$ cat config.mk
export PLATFORM = sky130hd
export DESIGN_NAME = program_memory_loadable_flat
export DESIGN_NICKNAME = d
export VERILOG_FILES = /design/src/rtl/program_memory_loadable_if.sv /design/src/rtl/program_memory_loadable.sv /design/src/flat_wrapper.sv
export SDC_FILE = /design/constraint.sdc
export NUM_CORES = 1
export LEC_CHECK = 0
export ABC_CLOCK_PERIOD_IN_PS = 5500
export CAP_MARGIN = 20
export CORE_MARGIN = 1.5
export CORE_UTILIZATION = 50
export DETAILED_ROUTE_END_ITERATION = 10
export DONT_BUFFER_PORTS = 1
export RECOVER_POWER = 25
export SLEW_MARGIN = 20
export SYNTH_ARGS = -nofsm -noshare
export SYNTH_HDL_FRONTEND = slang
export SYNTH_SLANG_ARGS = --single-unit
export TNS_END_PERCENT = 20
$ cat constraint.sdc
create_clock -name clk -period 5.5 [get_ports clk]
set_input_delay 1.1 -clock clk [delete_from_list [all_inputs] [get_ports clk]]
set_output_delay 1.1 -clock clk [all_outputs]
set_load 0.02 [all_outputs]
$ cat src/rtl/program_memory_loadable_if.sv
// Fetch and program-load bus of the loadable instruction memory.
// master drives requests and load words; slave is the memory.
interface program_memory_loadable_if #(
   parameter int ADDR_WIDTH = 6,
   parameter int DATA_WIDTH = 16
);
   logic                  fetch_en;
   logic [ADDR_WIDTH-1:0] addr;
   logic [DATA_WIDTH-1:0] data_out;
   logic                  data_valid;
   logic                  load_start;
   logic                  load_valid;
   logic [DATA_WIDTH-1:0] load_data;
   logic                  load_last;
   logic                  load_ready;
   logic                  load_done;
   logic [ADDR_WIDTH:0]   load_count;
   logic                  busy;

   modport master (
      output fetch_en,
      output addr,
      input  data_out,
      input  data_valid,
      output load_start,
      output load_valid,
      output load_data,
      output load_last,
      input  load_ready,
      input  load_done,
      input  load_count,
      input  busy
   );

   modport slave (
      input  fetch_en,
      input  addr,
      output data_out,
      output data_valid,
      input  load_start,
      input  load_valid,
      input  load_data,
      input  load_last,
      output load_ready,
      output load_done,
      output load_count,
      output busy
   );
endinterface

$ cat src/rtl/program_memory_loadable.sv
// Run-time loadable instruction memory: registered fetch port,
// sequential program load, zero-fill of unused words, power-on clear.
module program_memory_loadable #(
   parameter int ADDR_WIDTH = 6,
   parameter int DATA_WIDTH = 16
) (
   input  logic clk,
   input  logic rst_n,
   program_memory_loadable_if.slave bus
);
   localparam int SIZE = 2 ** ADDR_WIDTH;
   localparam logic [ADDR_WIDTH-1:0] LAST = ADDR_WIDTH'(SIZE - 1);

   typedef enum logic [1:0] {
      PCLR,
      IDLE,
      LOAD,
      CLEAR
   } state_t;

   state_t                state;
   state_t                state_n;
   logic [ADDR_WIDTH-1:0] wr_ptr;
   logic [ADDR_WIDTH-1:0] wr_ptr_n;
   logic [ADDR_WIDTH:0]   cnt;
   logic [ADDR_WIDTH:0]   cnt_n;
   logic                  done;
   logic                  done_n;
   logic                  mem_we;
   logic [DATA_WIDTH-1:0] mem_wd;
   logic                  accept;
   logic                  at_end;
   logic                  rd_en;
   logic [DATA_WIDTH-1:0] rd_q;
   logic                  rv_q;

   logic [DATA_WIDTH-1:0] mem [SIZE];

   assign bus.load_ready = (state == LOAD);
   assign bus.busy       = (state != IDLE);
   assign bus.load_done  = done;
   assign bus.load_count = cnt;
   assign bus.data_out   = rd_q;
   assign bus.data_valid = rv_q;

   assign accept = bus.load_valid & bus.load_ready;
   assign at_end = (wr_ptr == LAST);
   // Reads only in IDLE, so a fetch never races a write.
   assign rd_en  = bus.fetch_en & (state == IDLE);

   always_comb begin
      state_n  = state;
      wr_ptr_n = wr_ptr;
      cnt_n    = cnt;
      done_n   = 1'b0;
      mem_we   = 1'b0;
      mem_wd   = '0;
      unique case (state)
         PCLR: begin
            mem_we = 1'b1;
            if (at_end) state_n = IDLE;
            else wr_ptr_n = wr_ptr + 1'b1;
         end
         IDLE: begin
            if (bus.load_start) begin
               state_n  = LOAD;
               wr_ptr_n = '0;
               cnt_n    = '0;
            end
         end
         LOAD: begin
            if (accept) begin
               mem_we = 1'b1;
               mem_wd = bus.load_data;
               cnt_n  = cnt + 1'b1;
               // The last slot ends the load whatever load_last says.
               if (at_end) begin
                  state_n = IDLE;
                  done_n  = 1'b1;
               end else begin
                  wr_ptr_n = wr_ptr + 1'b1;
                  if (bus.load_last) state_n = CLEAR;
               end
            end
         end
         CLEAR: begin
            mem_we = 1'b1;
            if (at_end) begin
               state_n = IDLE;
               done_n  = 1'b1;
            end else begin
               wr_ptr_n = wr_ptr + 1'b1;
            end
         end
         default: begin
            state_n  = PCLR;
            wr_ptr_n = '0;
         end
      endcase
   end

   always_ff @(posedge clk or negedge rst_n) begin
      if (!rst_n) begin
         state  <= PCLR;
         wr_ptr <= '0;
         cnt    <= '0;
         done   <= 1'b0;
      end else begin
         state  <= state_n;
         wr_ptr <= wr_ptr_n;
         cnt    <= cnt_n;
         done   <= done_n;
      end
   end

   always_ff @(posedge clk) begin
      if (mem_we) mem[wr_ptr] <= mem_wd;
   end

   always_ff @(posedge clk or negedge rst_n) begin
      if (!rst_n) begin
         rd_q <= '0;
         rv_q <= 1'b0;
      end else begin
         rv_q <= rd_en;
         if (rd_en) rd_q <= mem[bus.addr];
      end
   end
endmodule

$ cat src/flat_wrapper.sv
// flat-port wrapper written by rule: the top's interface ports become plain ports
module program_memory_loadable_flat 
#(
   parameter int ADDR_WIDTH = 6,
   parameter int DATA_WIDTH = 16
)
  (clk, rst_n, bus_fetch_en, bus_addr, bus_data_out, bus_data_valid, bus_load_start, bus_load_valid, bus_load_data, bus_load_last, bus_load_ready, bus_load_done, bus_load_count, bus_busy);
  program_memory_loadable_if #(.ADDR_WIDTH(ADDR_WIDTH), .DATA_WIDTH(DATA_WIDTH)) bus_i ();
  input  logic clk;
  input  logic rst_n;
  input wire logic [$bits(bus_i.fetch_en)-1:0] bus_fetch_en;
  input wire logic [$bits(bus_i.addr)-1:0] bus_addr;
  output wire logic [$bits(bus_i.data_out)-1:0] bus_data_out;
  output wire logic [$bits(bus_i.data_valid)-1:0] bus_data_valid;
  input wire logic [$bits(bus_i.load_start)-1:0] bus_load_start;
  input wire logic [$bits(bus_i.load_valid)-1:0] bus_load_valid;
  input wire logic [$bits(bus_i.load_data)-1:0] bus_load_data;
  input wire logic [$bits(bus_i.load_last)-1:0] bus_load_last;
  output wire logic [$bits(bus_i.load_ready)-1:0] bus_load_ready;
  output wire logic [$bits(bus_i.load_done)-1:0] bus_load_done;
  output wire logic [$bits(bus_i.load_count)-1:0] bus_load_count;
  output wire logic [$bits(bus_i.busy)-1:0] bus_busy;
  assign bus_i.fetch_en = bus_fetch_en;
  assign bus_i.addr = bus_addr;
  assign bus_data_out = bus_i.data_out;
  assign bus_data_valid = bus_i.data_valid;
  assign bus_i.load_start = bus_load_start;
  assign bus_i.load_valid = bus_load_valid;
  assign bus_i.load_data = bus_load_data;
  assign bus_i.load_last = bus_load_last;
  assign bus_load_ready = bus_i.load_ready;
  assign bus_load_done = bus_i.load_done;
  assign bus_load_count = bus_i.load_count;
  assign bus_busy = bus_i.busy;
  program_memory_loadable #(.ADDR_WIDTH(ADDR_WIDTH), .DATA_WIDTH(DATA_WIDTH)) u_core (.clk(clk), .rst_n(rst_n), .bus(bus_i));
endmodule
==> qor.txt, run 1 <==
clk slew on worst S/H paths: 0.06 ns
count of final setup violators: 0
most frequent cells in the layout: edfxtp_1 (1,024), mux4_2 (192), mux2i_1 (145)
DR vias: 20,000
ys async rst share: 3.12%
Post-synth EDFFs: 1,024
Startpoint Class: flop
largest net degree at the start of global routing: 291
setup total negative slack: 0 ns
Port Buffer Count: 0
Num CTS Buffers: 101
share of layout cells above drive strength 1: 21.0%
Root Buffer: clkbuf_16
cell count after synthesis: 1,972
final hold slack: 0.141 ns
Resize count post-CTS: 0
clock latency at the later pin of the worst-skew pair: 0.66 ns
# fillers: 5,989
core area: 80,700 µm²
reg2reg setup slack: 2.02 ns
final WL: 98,300 µm
worst path cell trace: inv_1 -> ha_1 -> and3_1 -> buf_4
I/O Pins: 55
CTS tree: yes
beginning of the worst register-to-register path: u_core.state[0]$_DFFE_PN0P_
DR iter-0 viols: 2,088
Pins Over Slew Limit: 163
Synth Warn #: 0
Max-Cap Viols: 3
critical path data arrival time: 3.87 ns
post-route ant nets: 0
worst setup path startpoint: u_core.state[0]$_DFFE_PN0P_
sequential element share of the synthesized area: 77.3%
Lkg Pwr: 14.9 nW
Worst setup EP type: flop
Initial Utilization: 50.6%
Critical Path Slowest Stage Cell: and3_1
status: finished, violations left
Fmax: 287 MHz
Slew @ Worst Pin: 1.61 ns
CTS Sinks: 1,057
CP max FO: 33
number of global-route vias before repair: 19,600
VDD IR max: 0.000342 V
Final nets: 2,075
# rows: 104
most common cell after layout, fill and taps aside: edfxtp_1
max_slew headroom: -7.53%
# H-tree levels: 3
die area: 83,400 µm²
antenna violations before repair: 2
Final Cycle Share: 63.3%
Vias/cell: 6.27
global-route wire length before repair: 141,000 µm
post-synthesis average cell area: 20.7 µm²
worst flop-to-flop path endpoint: u_core.mem[56][6]$_DFFE_PP_
Worst R2R Path Depth: 4
CP Class: reg2reg
Avg WL per Cell: 30.9 µm
final core utilization: 56.4%
DR pass1 iterations: 6
Power, Total: 18.9 mW
Yosys reg bits: 1,057
Remaining DRCs: 0
ys flop type: edfxtp_1
max incr delay on CP: 1.33 ns
Post-Syn Area: 40,800 µm²
die width: 289 µm
syn nets: 2,006
hpwl dp: 57,300 µm
clock skew: 0.0273 ns
Post-CTS Setup Bufs: 0
Distinct cells, synth: 46
Final Critical Period: 3.48 ns
hold_buf cts: 0
chip height: 289 µm
Overflow after GRT: 0
Worst EP required: 5.89 ns
Max Root-Sink Buffers: 3
Power Dens Cells: 415 nW/µm²
final hold vios: 0
unrepaired setup endpoints after global routing: no
Worst Hold Class: in2async
Area Growth Syn to Fin: 11.4%
end point of the critical path: u_core.mem[56][6]$_DFFE_PP_
gp weighted congestion: 0.857
global-route usage over all layers: 23.9%
failing checks: max-capacitance violations, max-slew violations
-- cell type report --
cell class | count | area [µm²] | share of cell area, %
clock buffer | 135 | 2840 | 6.25
inverter | 8 | 30.0 | 0.0660
timing repair buffer | 83 | 678 | 1.49
antenna | 1 | 2.50 | 0.00550
clock inverter | 49 | 388 | 0.853
sequential | 1057 | 31600 | 69.4
tap | 1060 | 1330 | 2.92
multi-input combinational | 790 | 8650 | 19.0
-- worst min-delay path by stage --
stage / slack, ns / to / from
floorplan: 0.51 / u_core.wr_ptr[5]$_DFFE_PN0P_ / u_core.wr_ptr[5]$_DFFE_PN0P_
global placement: 0.56 / u_core.wr_ptr[5]$_DFFE_PN0P_ / u_core.wr_ptr[5]$_DFFE_PN0P_
detailed placement: 0.56 / u_core.state[0]$_DFFE_PN0P_ / u_core.state[0]$_DFFE_PN0P_
CTS: 0.10 / u_core.bus.data_valid$_DFF_PN0_ / rst_n
global route: 0.12 / u_core.bus.load_count[3]$_DFFE_PN0P_ / rst_n
finish: 0.14 / u_core.wr_ptr[5]$_DFFE_PN0P_ / rst_n
-- where the power goes --
part,switching (mW),leakage (nW),internal (mW),total (mW)
Sequential,0.440,9.85,9.70,10.1
Clock,2.90,1.59,3.86,6.76
Combinational,1.40,3.45,0.583,1.99
-- per-layer routing --
metal | part of all wire [%] | wire length, µm | GRT usage, % | vias up
li1 | - | - | - | 8365
met1 | 43 | 42200 | 35.8 | 10600
met2 | 46 | 45000 | 35.5 | 865
met3 | 9.0 | 8840 | 5.72 | 123
met4 | 2.3 | 2230 | 6.63 | 2
met5 | 0.013 | 13 | 0 | -
-- registers in the layout, indices dropped and copies added, names as in the netlist --
signal	cells
u_core.wr_ptr	6
u_core.bus.data_valid	1
u_core.state	2
u_core.bus.load_count	7
u_core.bus.data_out	16
u_core.mem	1024
u_core.bus.load_done	1
-- Yosys cell counts, drive strengths merged, types with 20 or more instances --
library cell     n  share of area [%]
buf             77                1.2
a211oi          30               0.55
edfxtp        1024                 75
nor2            75               0.69
nand2           22               0.20
a22oi           97                1.8
mux4           192                 11
dfrtp           33                2.0
and3            20               0.31
mux2i          145                3.6
clkbuf          40               0.37
nand3           40               0.49
o22ai           32               0.49
nor2b           21               0.32
-- logic make-up after synthesis --
| family | count (synthesis) | synth area share [%] |
|---|---|---|
| flip-flops | 1057 | 77.3 |
| multiplexers | 338 | 14.2 |
| AND/OR/NAND/NOR | 234 | 2.93 |
| AO/OA/AOI/OAI | 212 | 3.77 |
| buffers and inverters | 125 | 1.60 |
| adder cells (fa/ha/maj) | 6 | 0.184 |
-- worst max-delay path, delay by kind of cell (launching register included) --
kind,cells,cell delay (ns)
buffers and inverters,2,0.66
DFF,1,0.42
and+or+nand+nor,1,1.33
adders and majority gates,1,0.73
-- per-stage QoR --
stage / cells / area (µm²) / setup slack (ns)
2_1_floorplan: 1972 / 40800 / 2.60
3_3_place_gp: 2995 / 42200 / 1.60
3_5_place_dp: 2998 / 42300 / 1.85
4_1_cts: 3182 / 45500 / 1.86
5_1_grt: 3183 / 45500 / 1.79
6_report: 3183 / 45500 / 2.02
(Power assumes the default switching activity.)
==> inputs of run 2 (changes only) <==
--- a/config.mk
+++ b/config.mk
@@ -5,7 +5,7 @@
 export SDC_FILE = /design/constraint.sdc
 export NUM_CORES = 1
 export LEC_CHECK = 0
-export ABC_CLOCK_PERIOD_IN_PS = 5500
+export ABC_CLOCK_PERIOD_IN_PS = 3300
 export CAP_MARGIN = 20
 export CORE_MARGIN = 1.5
 export CORE_UTILIZATION = 50
==> constraint.sdc (replaced) <==
create_clock -name clk -period 3.3 [get_ports clk]
set_input_delay 0.66 -clock clk [delete_from_list [all_inputs] [get_ports clk]]
set_output_delay 0.66 -clock clk [all_outputs]
set_load 0.02 [all_outputs]
==> run 2 against run 1 <==
  * The run still ends with max-capacitance violations, max-slew violations left
  * Final cell count up 1.3%
  * Register-to-register slack got worse by 1.9 ns
  * Design area up 0.79%
  * Die area unchanged
  * Sequential power up 66%
  * Critical path type unchanged
  * Non-clock buffer count grew 35
  * Largest power group unchanged
  * Total power increased by 69%
  * First-iteration DRC count rose by 10%
  * Critical endpoint is now u_core.bus.data_out[7]$_DFFE_PN0P_
  * Clock power rose by 72%
  * Combinational power is 69% higher
  * Sequential cell count unchanged
  * Sequential share of layout area fell by 0.55 points
==> qor.txt, run 2 (synthesized netlist as in run 1, its figures left out) <==
status: finished, violations left
CP Class: reg2reg
failing checks: max-capacitance violations, max-slew violations
most frequent cells in the layout: edfxtp_1 (1,024), mux4_2 (192), mux2i_1 (145)
DR iter-0 viols: 2,301
DR pass1 iterations: 5
VDD IR max: 0.000655 V
# H-tree levels: 3
Avg WL per Cell: 30.4 µm
max_slew headroom: -44.3%
Area Growth Syn to Fin: 12.3%
Initial Utilization: 50.6%
Critical Path Slowest Stage Cell: a211oi_1
antenna violations before repair: 3
CTS tree: yes
Fmax: 314 MHz
Vias/cell: 6.17
WHS Path Cells: 2
count of final setup violators: 0
largest net degree at the start of global routing: 291
die area: 83,400 µm²
die width: 289 µm
clock latency at the later pin of the worst-skew pair: 0.65 ns
clk slew on worst S/H paths: 0.07 ns
Port Buffer Count: 0
unrepaired setup endpoints after global routing: no
Worst R2R Path Depth: 9
Final Critical Period: 3.19 ns
number of global-route vias before repair: 19,700
Worst EP required: 3.89 ns
max incr delay on CP: 0.79 ns
global-route wire length before repair: 141,000 µm
number of flip-flops in the largest register: 1,024
Root Buffer: clkbuf_16
Max-Cap Viols: 1
DR vias: 19,900
Num CTS Buffers: 102
Pins Over Slew Limit: 34
hpwl dp: 57,200 µm
Worst setup EP type: flop
core area: 80,700 µm²
Max Root-Sink Buffers: 3
Lkg Pwr: 15.1 nW
Worst Hold Class: in2reg
Overflow after GRT: 0
gp weighted congestion: 0.829
share of layout cells above drive strength 1: 21.9%
Final nets: 2,111
final hold vios: 0
Final Cycle Share: 96.5%
# rows: 104
final WL: 98,100 µm
global-route usage over all layers: 23.9%
chip height: 289 µm
Power Dens Cells: 694 nW/µm²
clock skew: 0.0292 ns
post-route ant nets: 0
Slew @ Worst Pin: 2.16 ns
critical path data arrival time: 3.77 ns
CP max FO: 18
worst path cell trace: inv_1 -> ha_1 -> nand2_1 -> buf_4 -> inv_1 -> nand2_1 -> or3_1 -> a211oi_1 -> a221o_1
Power, Total: 31.8 mW
Most flops, register: u_core.mem
I/O Pins: 55
most common cell after layout, fill and taps aside: edfxtp_1
Startpoint Class: flop
CTS Sinks: 1,057
final hold slack: 0.216 ns
Remaining DRCs: 0
Post-CTS Setup Bufs: 0
-- run 2: path summary, 6_finish.rpt --
kind,start,endpoint,slack (ns)
max,u_core.state[1]$_DFFE_PN0P_,u_core.bus.data_out[7]$_DFFE_PN0P_,0.11
min in group asynchronous,rst_n,u_core.bus.load_count[0]$_DFFE_PN0P_,1.18
min reg2reg,u_core.wr_ptr[5]$_DFFE_PN0P_,u_core.wr_ptr[5]$_DFFE_PN0P_,0.58
max in group asynchronous,rst_n,u_core.bus.data_out[5]$_DFFE_PN0P_,0.86
min,bus_load_valid,u_core.bus.load_done$_DFF_PN0_,0.22
max reg2reg,u_core.state[1]$_DFFE_PN0P_,u_core.bus.data_out[7]$_DFFE_PN0P_,0.11
-- run 2: timing repair --
| action | in CTS | in global routing |
|---|---|---|
| hold endpoints to repair | 33 | 0 |
| endpoints found under the setup margin | 0 | 1 |
| gates resized for setup | 0 | 1 |
| hold buffers | 2 | 0 |
-- run 2: power breakdown --
group | total, mW | internal (mW) | switching (mW)
Clock | 11.6 | 6.79 | 4.86
Sequential | 16.8 | 16.2 | 0.660
Combinational | 3.37 | 1.04 | 2.33
Total | 31.8 | 24.0 | 7.84
-- run 2: layer usage --
| metal | part of all wire [%] | vias to the layer above | GRT usage [%] |
|---|---|---|---|
| met4 | 2.2 | 2 | 6.32 |
| met3 | 9.0 | 116 | 6.86 |
| met1 | 42 | 10600 | 34.6 |
| li1 | - | 8456 | - |
| met5 | 0.013 | - | 0 |
| met2 | 47 | 706 | 35.9 |
-- run 2: final cells by class --
class,instances,area [µm²]
antenna,1,2.50
timing repair buffer,118,946
tap,1060,1330
clock buffer,128,2740
sequential,1057,31600
inverter,8,30.0
clock inverter,61,609
fill,5979,34800
multi-input combinational,790,8630
-- run 2: stage by stage --
stage               instances  area (µm²)  setup WS, ns  util (%)  TNS [ns]
floorplan                1972       40800         0.599         -         0
global placement         3031       42500       -0.0736      52.7   -0.0901
detailed placement       3031       42500       -0.0831      52.7    -0.127
CTS                      3222       45900       0.00680      56.9         0
global route             3222       45900        0.0422      56.8         0
finish                   3223       45900         0.114      56.8         0
-- run 2: worst max-delay path, delay by kind of cell, from the launching register on --
kind | cells | cell delay [ns]
compound gates | 2 | 1.00
simple gates | 3 | 1.07
buf+inv | 3 | 0.40
fa+ha+maj | 1 | 0.22
flops | 1 | 0.42
==> inputs of run 3 (changes only) <==
--- a/config.mk
+++ b/config.mk
@@ -7,10 +7,13 @@
 export LEC_CHECK = 0
 export ABC_CLOCK_PERIOD_IN_PS = 3300
 export CAP_MARGIN = 20
+export CELL_PAD_IN_SITES_DETAIL_PLACEMENT = 1
+export CELL_PAD_IN_SITES_GLOBAL_PLACEMENT = 1
 export CORE_MARGIN = 1.5
 export CORE_UTILIZATION = 50
 export DETAILED_ROUTE_END_ITERATION = 10
 export DONT_BUFFER_PORTS = 1
+export PLACE_DENSITY_LB_ADDON = 0.1
 export RECOVER_POWER = 25
 export SLEW_MARGIN = 20
 export SYNTH_ARGS = -nofsm -noshare
==> run 3 against run 2 <==
  * The flow still finishes with violations (max-capacitance violations, max-slew violations)
  * Total power rose by 1.0%
  * Global-route usage grew 2.1 points
  * Via count increased by 2.4%
  * Count of clock-buffer cells in the layout increased by 12
  * Fmax increased by 9.5%
  * Setup slack better by 0.28 ns
  * Design area grew 0.25%
  * Combinational power up 5%
  * First-iteration DRC count is 3.0% lower
  * Clock power barely moved
  * Register-to-register slack improved by 0.28 ns
  * Largest cell class unchanged
  * Highest routed layer unchanged
==> qor.txt, run 3 (synthesized netlist as in run 1, its figures left out) <==
CP max FO: 64
Worst Path Buf+Inv: 3
WHS Path Cells: 2
Remaining DRCs: 0
final hold vios: 0
Worst EP required: 3.53 ns
antenna violations before repair: 2
# rows: 104
Critical Path Slowest Stage Cell: buf_2
beginning of the worst register-to-register path: u_core.state[0]$_DFFE_PN0P_
Overflow after GRT: 0
core area: 80,700 µm²
Max-Cap Viols: 5
Area Growth Syn to Fin: 12.6%
top sig layer: met5
Seq. cell area: 31,600 µm²
most common cell after layout, fill and taps aside: edfxtp_1
Min-Delay Endpoint: u_core.bus.load_done$_DFF_PN0_
reg2reg setup slack: 0.39 ns
final hold slack: 0.155 ns
Root Buffer: clkbuf_16
met3 WL: 7850 µm
Power, Total: 32.2 mW
clk slew on worst S/H paths: 0.06 ns
Final nets: 2,133
Startpoint Class: flop
gp weighted congestion: 0.881
Fmax: 344 MHz
I/O Pins: 55
max incr delay on CP: 1.17 ns
area of the multi-input gates: 8610 µm²
clock latency at the later pin of the worst-skew pair: 0.67 ns
Max Root-Sink Buffers: 3
global-route wire length before repair: 153,000 µm
count of final setup violators: 0
hold path start: bus_load_valid
Lkg Pwr: 15.2 nW
final core utilization: 57.0%
chip height: 289 µm
Port Buffer Count: 0
final WL: 107,000 µm
most frequent cells in the layout: edfxtp_1 (1,024), mux4_2 (192), mux2i_1 (145)
die area: 83,400 µm²
hpwl dp: 64,400 µm
Slew @ Worst Pin: 2.42 ns
Worst setup EP type: flop
DR vias: 20,400
# fillers: 6,898
failing checks: max-capacitance violations, max-slew violations
DR pass1 iterations: 6
die width: 289 µm
Worst Hold Class: in2reg
Initial Utilization: 50.6%
CP Class: reg2reg
Most flops, register: u_core.mem
largest net degree at the start of global routing: 291
CTS Sinks: 1,057
WL met1: 46,200 µm
# H-tree levels: 3
share of layout cells above drive strength 1: 22.3%
Crit path depth: 5
number of flip-flops in the largest register: 1,024
Final Cycle Share: 88.2%
max_slew headroom: -61.6%
Vias/cell: 6.27
Num CTS Buffers: 106
status: finished, violations left
critical path data arrival time: 3.14 ns
Power Dens Cells: 700 nW/µm²
delay-heaviest family, CP: buffers and inverters
routed wl met2: 50,900 µm
number of global-route vias before repair: 21,000
VDD IR max: 0.000732 V
Final Critical Period: 2.91 ns
Avg WL per Cell: 32.8 µm
CTS tree: yes
clock skew: 0.0234 ns
global-route usage over all layers: 26.0%
setup total negative slack: 0 ns
worst flop-to-flop path endpoint: u_core.mem[30][6]$_DFFE_PP_
Post-CTS Setup Bufs: 0
Worst R2R Path Depth: 5
DR iter-0 viols: 2,233
Pins Over Slew Limit: 198
unrepaired setup endpoints after global routing: no
worst path cell trace: inv_1 -> ha_1 -> buf_4 -> and3_2 -> buf_2
post-route ant nets: 0
[run 3: cell types whose count changed in the layout (fill, tap and decap cells not counted), moves of 3 or more]
| cell | before | now |
|---|---|---|
| clkinvlp_4 | 5 | 2 |
| buf_4 | 99 | 121 |
| bufinv_16 | 12 | 9 |
| clkbuf_2 | 3 | 7 |
| buf_12 | 7 | 4 |
| and3_2 | 13 | 5 |
| and3_1 | 7 | 15 |
| clkbuf_1 | 28 | 32 |
[run 3: worst max-delay path by stage]
stage                                startpoint                             endpoint
floorplan           u_core.state[0]$_DFFE_PN0P_          u_core.mem[56][0]$_DFFE_PP_
global placement                    bus_addr[2]  u_core.bus.data_out[12]$_DFFE_PN0P_
detailed placement                  bus_addr[2]   u_core.bus.data_out[0]$_DFFE_PN0P_
CTS                 u_core.state[1]$_DFFE_PN0P_   u_core.bus.data_out[0]$_DFFE_PN0P_
global route        u_core.state[0]$_DFFE_PN0P_          u_core.mem[27][6]$_DFFE_PP_
finish              u_core.state[0]$_DFFE_PN0P_          u_core.mem[30][6]$_DFFE_PP_
[run 3: per-stage QoR]
| step | setup WS (ns) | std cells | area [µm²] |
|---|---|---|---|
| 6_report | 0.390 | 3249 | 46000 |
| 3_5_place_dp | 0.504 | 3049 | 42600 |
| 2_1_floorplan | 0.599 | 1972 | 40800 |
| 5_1_grt | 0.255 | 3247 | 46000 |
| 3_3_place_gp | 0.599 | 3049 | 42600 |
| 4_1_cts | 0.525 | 3247 | 46000 |
[run 3: power breakdown]
part	switching (mW)	internal, mW	leakage (nW)
logic	2.46	1.07	3.68
clock network	4.98	6.76	1.65
registers	0.728	16.2	9.85
[run 3: timing repair]
item	in CTS	in global routing
resized for setup	0	0
hold buffers	2	0
endpoints found under the hold margin	33	0
[run 3: per-layer routing]
metal / vias to the layer above / GRT usage (%)
met4: 2 / 5.40
li1: 8501 / -
met3: 105 / 5.62
met5: - / 0
met1: 11100 / 38.2
met2: 686 / 40.6
[run 3: cell type report]
class                      instances  share of cell area, %
clock buffer                     140                   6.18
inverter                           8                 0.0653
clock inverter                    56                   1.15
antenna                            2                 0.0109
multi-input combinational        790                   18.7
tap                             1060                   2.89
sequential                      1057                   68.7
timing repair buffer             136                   2.28
